## src/rtl/alu_result_capture.sv

```systemverilog
// alu_result_capture: downstream stage of the alu_op pipeline.
// Delays the issue strobe through the pipeline latency so that only real
// alu_op results are captured. Captured results go into a small show-ahead
// FIFO that is drained over a valid/ready handshake. A sticky overflow flag
// and running count/sum statistics are kept for debug visibility.
module alu_result_capture #(
  parameter int W       = 10,
  parameter int LATENCY = 3,
  parameter int DEPTH   = 4,
  parameter int ACC_W   = 16,
  parameter int CNT_W   = 8
) (
  input  logic                     clk1,
  input  logic                     rst,
  input  logic                     issue_valid,
  input  logic [W-1:0]             F,
  output logic                     res_valid,
  input  logic                     res_ready,
  output logic [W-1:0]             res_data,
  output logic [$clog2(DEPTH):0]   level,
  output logic                     overflow,
  input  logic                     clr_ovf,
  output logic [CNT_W-1:0]         res_count,
  output logic [ACC_W-1:0]         res_sum
);

  localparam int AW = $clog2(DEPTH);
  localparam int LW = AW + 1;

  // Valid alignment pipe: bit k holds issue_valid delayed by k+1 cycles.
  logic [LATENCY-1:0] vpipe;
  logic               cap;

  // FIFO storage and bookkeeping.
  logic [W-1:0]  mem [DEPTH];
  logic [AW-1:0] wr_ptr;
  logic [AW-1:0] rd_ptr;
  logic [LW-1:0] level_q;

  logic full;
  logic empty;
  logic push;
  logic pop;
  logic drop;

  // Zero-extended result used for the running sum (also correct if ACC_W < W).
  logic [ACC_W+W-1:0] f_ext;

  generate
    if (LATENCY == 1) begin : g_vpipe_single
      // A single-stage delay: cap follows issue_valid by one cycle.
      always_ff @(posedge clk1 or posedge rst) begin
        if (rst) begin
          vpipe <= '0;
        end else begin
          vpipe <= issue_valid;
        end
      end
    end else begin : g_vpipe_multi
      // Shift issue_valid in so the top bit lines up with the matching F.
      always_ff @(posedge clk1 or posedge rst) begin
        if (rst) begin
          vpipe <= '0;
        end else begin
          vpipe <= {vpipe[LATENCY-2:0], issue_valid};
        end
      end
    end
  endgenerate

  assign cap   = vpipe[LATENCY-1];
  assign full  = (level_q == LW'(DEPTH));
  assign empty = (level_q == '0);

  // Handshake and capture decisions; a full FIFO still accepts a result
  // when the consumer frees a slot on the same edge.
  always_comb begin
    pop  = 1'b0;
    push = 1'b0;
    drop = 1'b0;
    pop  = !empty && res_ready;
    push = cap && (!full || pop);
    drop = cap && full && !pop;
  end

  // Result storage; contents need no reset because level gates visibility.
  always_ff @(posedge clk1) begin
    if (push) begin
      mem[wr_ptr] <= F;
    end
  end

  // Pointers wrap naturally because DEPTH is a power of two.
  always_ff @(posedge clk1 or posedge rst) begin
    if (rst) begin
      wr_ptr <= '0;
      rd_ptr <= '0;
    end else begin
      if (push) begin
        wr_ptr <= wr_ptr + AW'(1);
      end
      if (pop) begin
        rd_ptr <= rd_ptr + AW'(1);
      end
    end
  end

  // Occupancy tracks push minus pop; simultaneous push and pop cancel.
  always_ff @(posedge clk1 or posedge rst) begin
    if (rst) begin
      level_q <= '0;
    end else begin
      case ({push, pop})
        2'b10:   level_q <= level_q + LW'(1);
        2'b01:   level_q <= level_q - LW'(1);
        default: level_q <= level_q;
      endcase
    end
  end

  // Sticky overflow: a drop in the same cycle as a clear keeps the flag set.
  always_ff @(posedge clk1 or posedge rst) begin
    if (rst) begin
      overflow <= 1'b0;
    end else if (drop) begin
      overflow <= 1'b1;
    end else if (clr_ovf) begin
      overflow <= 1'b0;
    end
  end

  assign f_ext = {{ACC_W{1'b0}}, F};

  // Statistics count only results that actually entered the FIFO.
  always_ff @(posedge clk1 or posedge rst) begin
    if (rst) begin
      res_count <= '0;
      res_sum   <= '0;
    end else if (push) begin
      res_count <= res_count + CNT_W'(1);
      res_sum   <= res_sum + f_ext[ACC_W-1:0];
    end
  end

  // Show-ahead output: the oldest entry, forced to zero when nothing is held.
  always_comb begin
    res_data  = '0;
    res_valid = !empty;
    if (!empty) begin
      res_data = mem[rd_ptr];
    end
  end

  assign level = level_q;

endmodule

```

## config.mk

```make
export PLATFORM = sky130hd
export DESIGN_NAME = alu_result_capture
export DESIGN_NICKNAME = d
export VERILOG_FILES = /design/src/rtl/alu_result_capture.sv
export SDC_FILE = /design/constraint.sdc
export NUM_CORES = 1
export LEC_CHECK = 0
export CAP_MARGIN = 20
export CORE_AREA = 8 8 95 97
export CTS_BUF_LIST = sky130_fd_sc_hd__clkbuf_16
export DETAILED_ROUTE_END_ITERATION = 10
export DIE_AREA = 0 0 103 105
export PLACE_DENSITY_LB_ADDON = 0.2
export SLEW_MARGIN = 20
export SYNTH_ARGS = -nofsm -noshare
export SYNTH_HDL_FRONTEND = slang
export SYNTH_SLANG_ARGS = --single-unit
```

## constraint.sdc

```tcl
create_clock -name clk1 -period 1.8 [get_ports clk1]
set_input_delay 0.27 -clock clk1 [delete_from_list [all_inputs] [get_ports clk1]]
set_output_delay 0.27 -clock clk1 [all_outputs]
set_load 0.05 [all_outputs]
```

==> metrics <==
status=complete, but fails checks; violated checks=setup timing; max-slew violation total from the final report=0; clock net sink count=75; maximum clock skew at final layout=0.00642 ns; launching point of the worst reg2reg path=level[0]$_DFFE_PP0P_; maximum number of pins on one net before global-route repair=36; syn avg cell area=13.2 µm²; antenna diode count=0; worst setup slack after layout=-0.163 ns; crit path time final=1.96 ns; post-synth cell types=40; number of vias per cell after detailed routing=5.07; worst endpoint required time=1.53 ns; worst rel slew slack=67.0%; core area=0.00753 mm²; htree depth=3; critical-path maximum fanout=6; overall via count from detail_route=2,407; share of the clock period used by the worst path=109%; First-pass DRT Iterations=4; Initial Utilization=46.7%; DRT antenna net count=0; total of flip-flops plus latches after synthesis=75; total wire length=7890 µm; number of buffers added by the clock tree synthesis step=9; I/O Buffers=53; Max VDD drop=1.19 mV; die height=105 µm; area of the die=0.0108 mm²; Post-Syn Nets=299; clock-pin transition on the worst setup and hold timing paths=0.06 ns; number of top-level pins=54; NumNets Final=400; Hold Vio Cnt, Final=0; total DRC errors in the routed layout=0; Final HPWL DP=5430 µm; Finish-stage setup viols=11; total global-route track usage=15.2%; endpoint class of the critical path=primary output; critical path class=reg2out; share of cells above drive strength 1=46.1%; gate count of the mapped netlist=267; total gr overflow=0; Post-Route Utilization=66.9%; Iteration-0 DRC Markers=94; Fin Setup TNS=-1.48 ns; prevailing post-synth register cell=sky130_fd_sc_hd__edfxtp_1; Max Buffers Root-to-Sink=2; cell row count=32; timing startpoint of the critical path=rd_ptr[0]$_DFFE_PP0N_; vias in the first global route=2,566; EDFF count, synth=40; CTS tree=done; Syn. warnings=0; number of antenna violations at the first check in global routing=0; Clock Tree Root=sky130_fd_sc_hd__clkbuf_16; Fmax=509 MHz; FILL cells=560; CTS hold repair buffers=0; netlist area before placement=0.00351 mm²; Hold Crit Start=vpipe[0]$_DFF_PP0_; Pwr Density=2130 mW/mm²; Clk Latency, worst-skew pair=0.33 ns; transition time of the tightest slew-check pin=0.493 ns; GPL Wtd Cong=0.861; Die X=103 µm; signal arrival time at the worst endpoint=1.69 ns; average wire per standard cell=16.6 µm; max-capacitance violation count=0; wire length of the first global-routing pass=12,700 µm; layout-stage area growth over the synthesis result=43.4%; critical path startpoint category=flip-flop; share of flip-flops with an asynchronous set or reset=46.7%; share of synthesized area occupied by flip-flops and latches=59.1%; leakage power of the design=2.05 nW; setup repair after global routing missed its margin=true; Final Total Pwr=10.7 mW; class of the tightest hold or removal check=reg2reg
## Yosys cell counts, types with 2 or more instances
cell | instances | area [µm²]
sky130_fd_sc_hd__a31oi_1 | 2 | 12.5
sky130_fd_sc_hd__ha_1 | 15 | 188
sky130_fd_sc_hd__mux4_2 | 10 | 225
sky130_fd_sc_hd__fa_1 | 2 | 40.0
sky130_fd_sc_hd__and3_1 | 5 | 31.3
sky130_fd_sc_hd__nand3_1 | 4 | 20.0
sky130_fd_sc_hd__nor2b_1 | 4 | 25.0
sky130_fd_sc_hd__o21ai_0 | 15 | 75.1
sky130_fd_sc_hd__dfrtp_1 | 35 | 876
sky130_fd_sc_hd__xnor2_1 | 15 | 131
sky130_fd_sc_hd__nor2_1 | 9 | 33.8
sky130_fd_sc_hd__nand4_1 | 5 | 31.3
sky130_fd_sc_hd__a21oi_1 | 12 | 60.1
sky130_fd_sc_hd__a211oi_1 | 2 | 15.0
sky130_fd_sc_hd__buf_2 | 6 | 30.0
sky130_fd_sc_hd__clkbuf_1 | 2 | 7.51
sky130_fd_sc_hd__xor2_1 | 9 | 78.8
sky130_fd_sc_hd__edfxtp_1 | 40 | 1200
sky130_fd_sc_hd__and2_1 | 14 | 87.6
sky130_fd_sc_hd__inv_1 | 9 | 33.8
sky130_fd_sc_hd__buf_6 | 2 | 22.5
sky130_fd_sc_hd__nand2_1 | 32 | 120
## worst max-delay path: stages, from the launching register on
cell and delay, ns:
sky130_fd_sc_hd__dfrtp_2 0.40, sky130_fd_sc_hd__buf_12 0.14, sky130_fd_sc_hd__mux4_2 0.51, sky130_fd_sc_hd__and2_4 0.16, sky130_fd_sc_hd__buf_8 0.14
## where the power goes
part | switching, mW | internal [mW] | leakage [nW]
Clock | 0.724 | 0.937 | 0.122
Sequential | 0.405 | 2.38 | 0.778
Combinational | 3.49 | 2.80 | 1.15
Total | 4.62 | 6.11 | 2.05
## metrics by stage
step	area, µm²	worst slack, ns	hold slack [ns]	cells
6_report	5040	-0.163	0.353	475
2_1_floorplan	3680	-0.207	0.301	267
3_5_place_dp	4540	-0.483	0.336	455
4_1_cts	4950	-0.214	0.350	474
3_3_place_gp	4540	-0.418	0.332	455
5_1_grt	5040	-0.209	0.367	475
## cell type report
class / instances / area, µm² / share of cell area (%)
Sequential cell: 75 / 2090 / 41.6
Tap cell: 102 / 128 / 2.53
Clock inverter: 7 / 51.3 / 1.02
Clock buffer: 9 / 225 / 4.47
Inverter: 9 / 33.8 / 0.671
Multi-Input combinational cell: 173 / 1590 / 31.6
Timing Repair Buffer: 100 / 915 / 18.2
## sequential cells by signal, indices dropped and copies added, names as in the netlist
| signal | count |
|---|---|
| overflow | 1 |
| res_sum | 16 |
| rd_ptr | 2 |
| vpipe | 3 |
| wr_ptr | 2 |
| res_count | 8 |
| mem | 40 |
| level | 3 |
## timing repair
action                                  4_1_cts  5_1_grt
endpoints found under the hold margin         0        0
resized for setup                            35       17
endpoints found under the setup margin       21       20
pin swaps                                    13        7
gates cloned                                  1        0
setup buffers                                 2        1
## cell families (layout without fill, tap and decap cells)
kind of cell / after synthesis / after routing / synth area share, %
adder cells (fa/ha/maj): 17 / 17 / 6.48
flip-flops: 75 / 75 / 59.1
AO/OA/AOI/OAI: 39 / 39 / 6.77
XOR/XNOR: 24 / 24 / 5.99
buffers and inverters: 19 / 125 / 2.67
multiplexers: 10 / 10 / 6.41
AND/OR/NAND/NOR: 83 / 83 / 12.5
## cell usage in the layout, fill, tap and decap left out, types with 3 or more instances in the layout
cell / netlist / routed
sky130_fd_sc_hd__a211oi_2: 1 / 3
sky130_fd_sc_hd__a21oi_1: 12 / 6
sky130_fd_sc_hd__a21oi_2: 0 / 5
sky130_fd_sc_hd__and2_4: 0 / 14
sky130_fd_sc_hd__and3_1: 5 / 5
sky130_fd_sc_hd__buf_12: 0 / 3
sky130_fd_sc_hd__buf_4: 0 / 70
sky130_fd_sc_hd__buf_8: 0 / 10
sky130_fd_sc_hd__clkbuf_16: 0 / 10
sky130_fd_sc_hd__clkdlybuf4s50_1: 0 / 9
sky130_fd_sc_hd__clkinvlp_4: 0 / 4
sky130_fd_sc_hd__dfrtp_1: 35 / 21
sky130_fd_sc_hd__dfrtp_2: 0 / 14
sky130_fd_sc_hd__dlygate4sd2_1: 0 / 6
sky130_fd_sc_hd__edfxtp_1: 40 / 40
sky130_fd_sc_hd__ha_1: 15 / 7
sky130_fd_sc_hd__ha_4: 0 / 8
sky130_fd_sc_hd__inv_1: 9 / 9
sky130_fd_sc_hd__mux4_2: 10 / 10
sky130_fd_sc_hd__nand2_1: 32 / 29
sky130_fd_sc_hd__nand3_1: 4 / 4
sky130_fd_sc_hd__nand4_1: 5 / 5
sky130_fd_sc_hd__nor2_1: 9 / 7
sky130_fd_sc_hd__nor2b_1: 4 / 3
sky130_fd_sc_hd__o21ai_0: 15 / 9
sky130_fd_sc_hd__o21ai_1: 0 / 5
sky130_fd_sc_hd__xnor2_1: 15 / 15
sky130_fd_sc_hd__xor2_1: 9 / 9
## metal layers
layer | GRT usage (%) | share of wire [%] | vias up
li1 | - | - | 1166
met3 | 3.65 | 4.7 | 11
met4 | 6.51 | 1.6 | 0
met2 | 24.7 | 49 | 52
met1 | 18.8 | 44 | 1178
met5 | 0 | 0 | -
## worst paths after layout
kind | slack, ns | to | depth (start not counted)
setup / recovery | -0.16 | res_data[8] | 4
hold / removal | 0.35 | vpipe[1]$_DFF_PP0_ | 0
hold reg to reg | 0.35 | vpipe[1]$_DFF_PP0_ | 0
setup reg to reg | -0.02 | level[1]$_DFFE_PP0P_ | 7
min in group asynchronous | 0.37 | res_sum[12]$_DFFE_PP0P_ | 3
max in group asynchronous | 1.07 | rd_ptr[0]$_DFFE_PP0N_ | 3
Power figures use the tool's default switching activity.
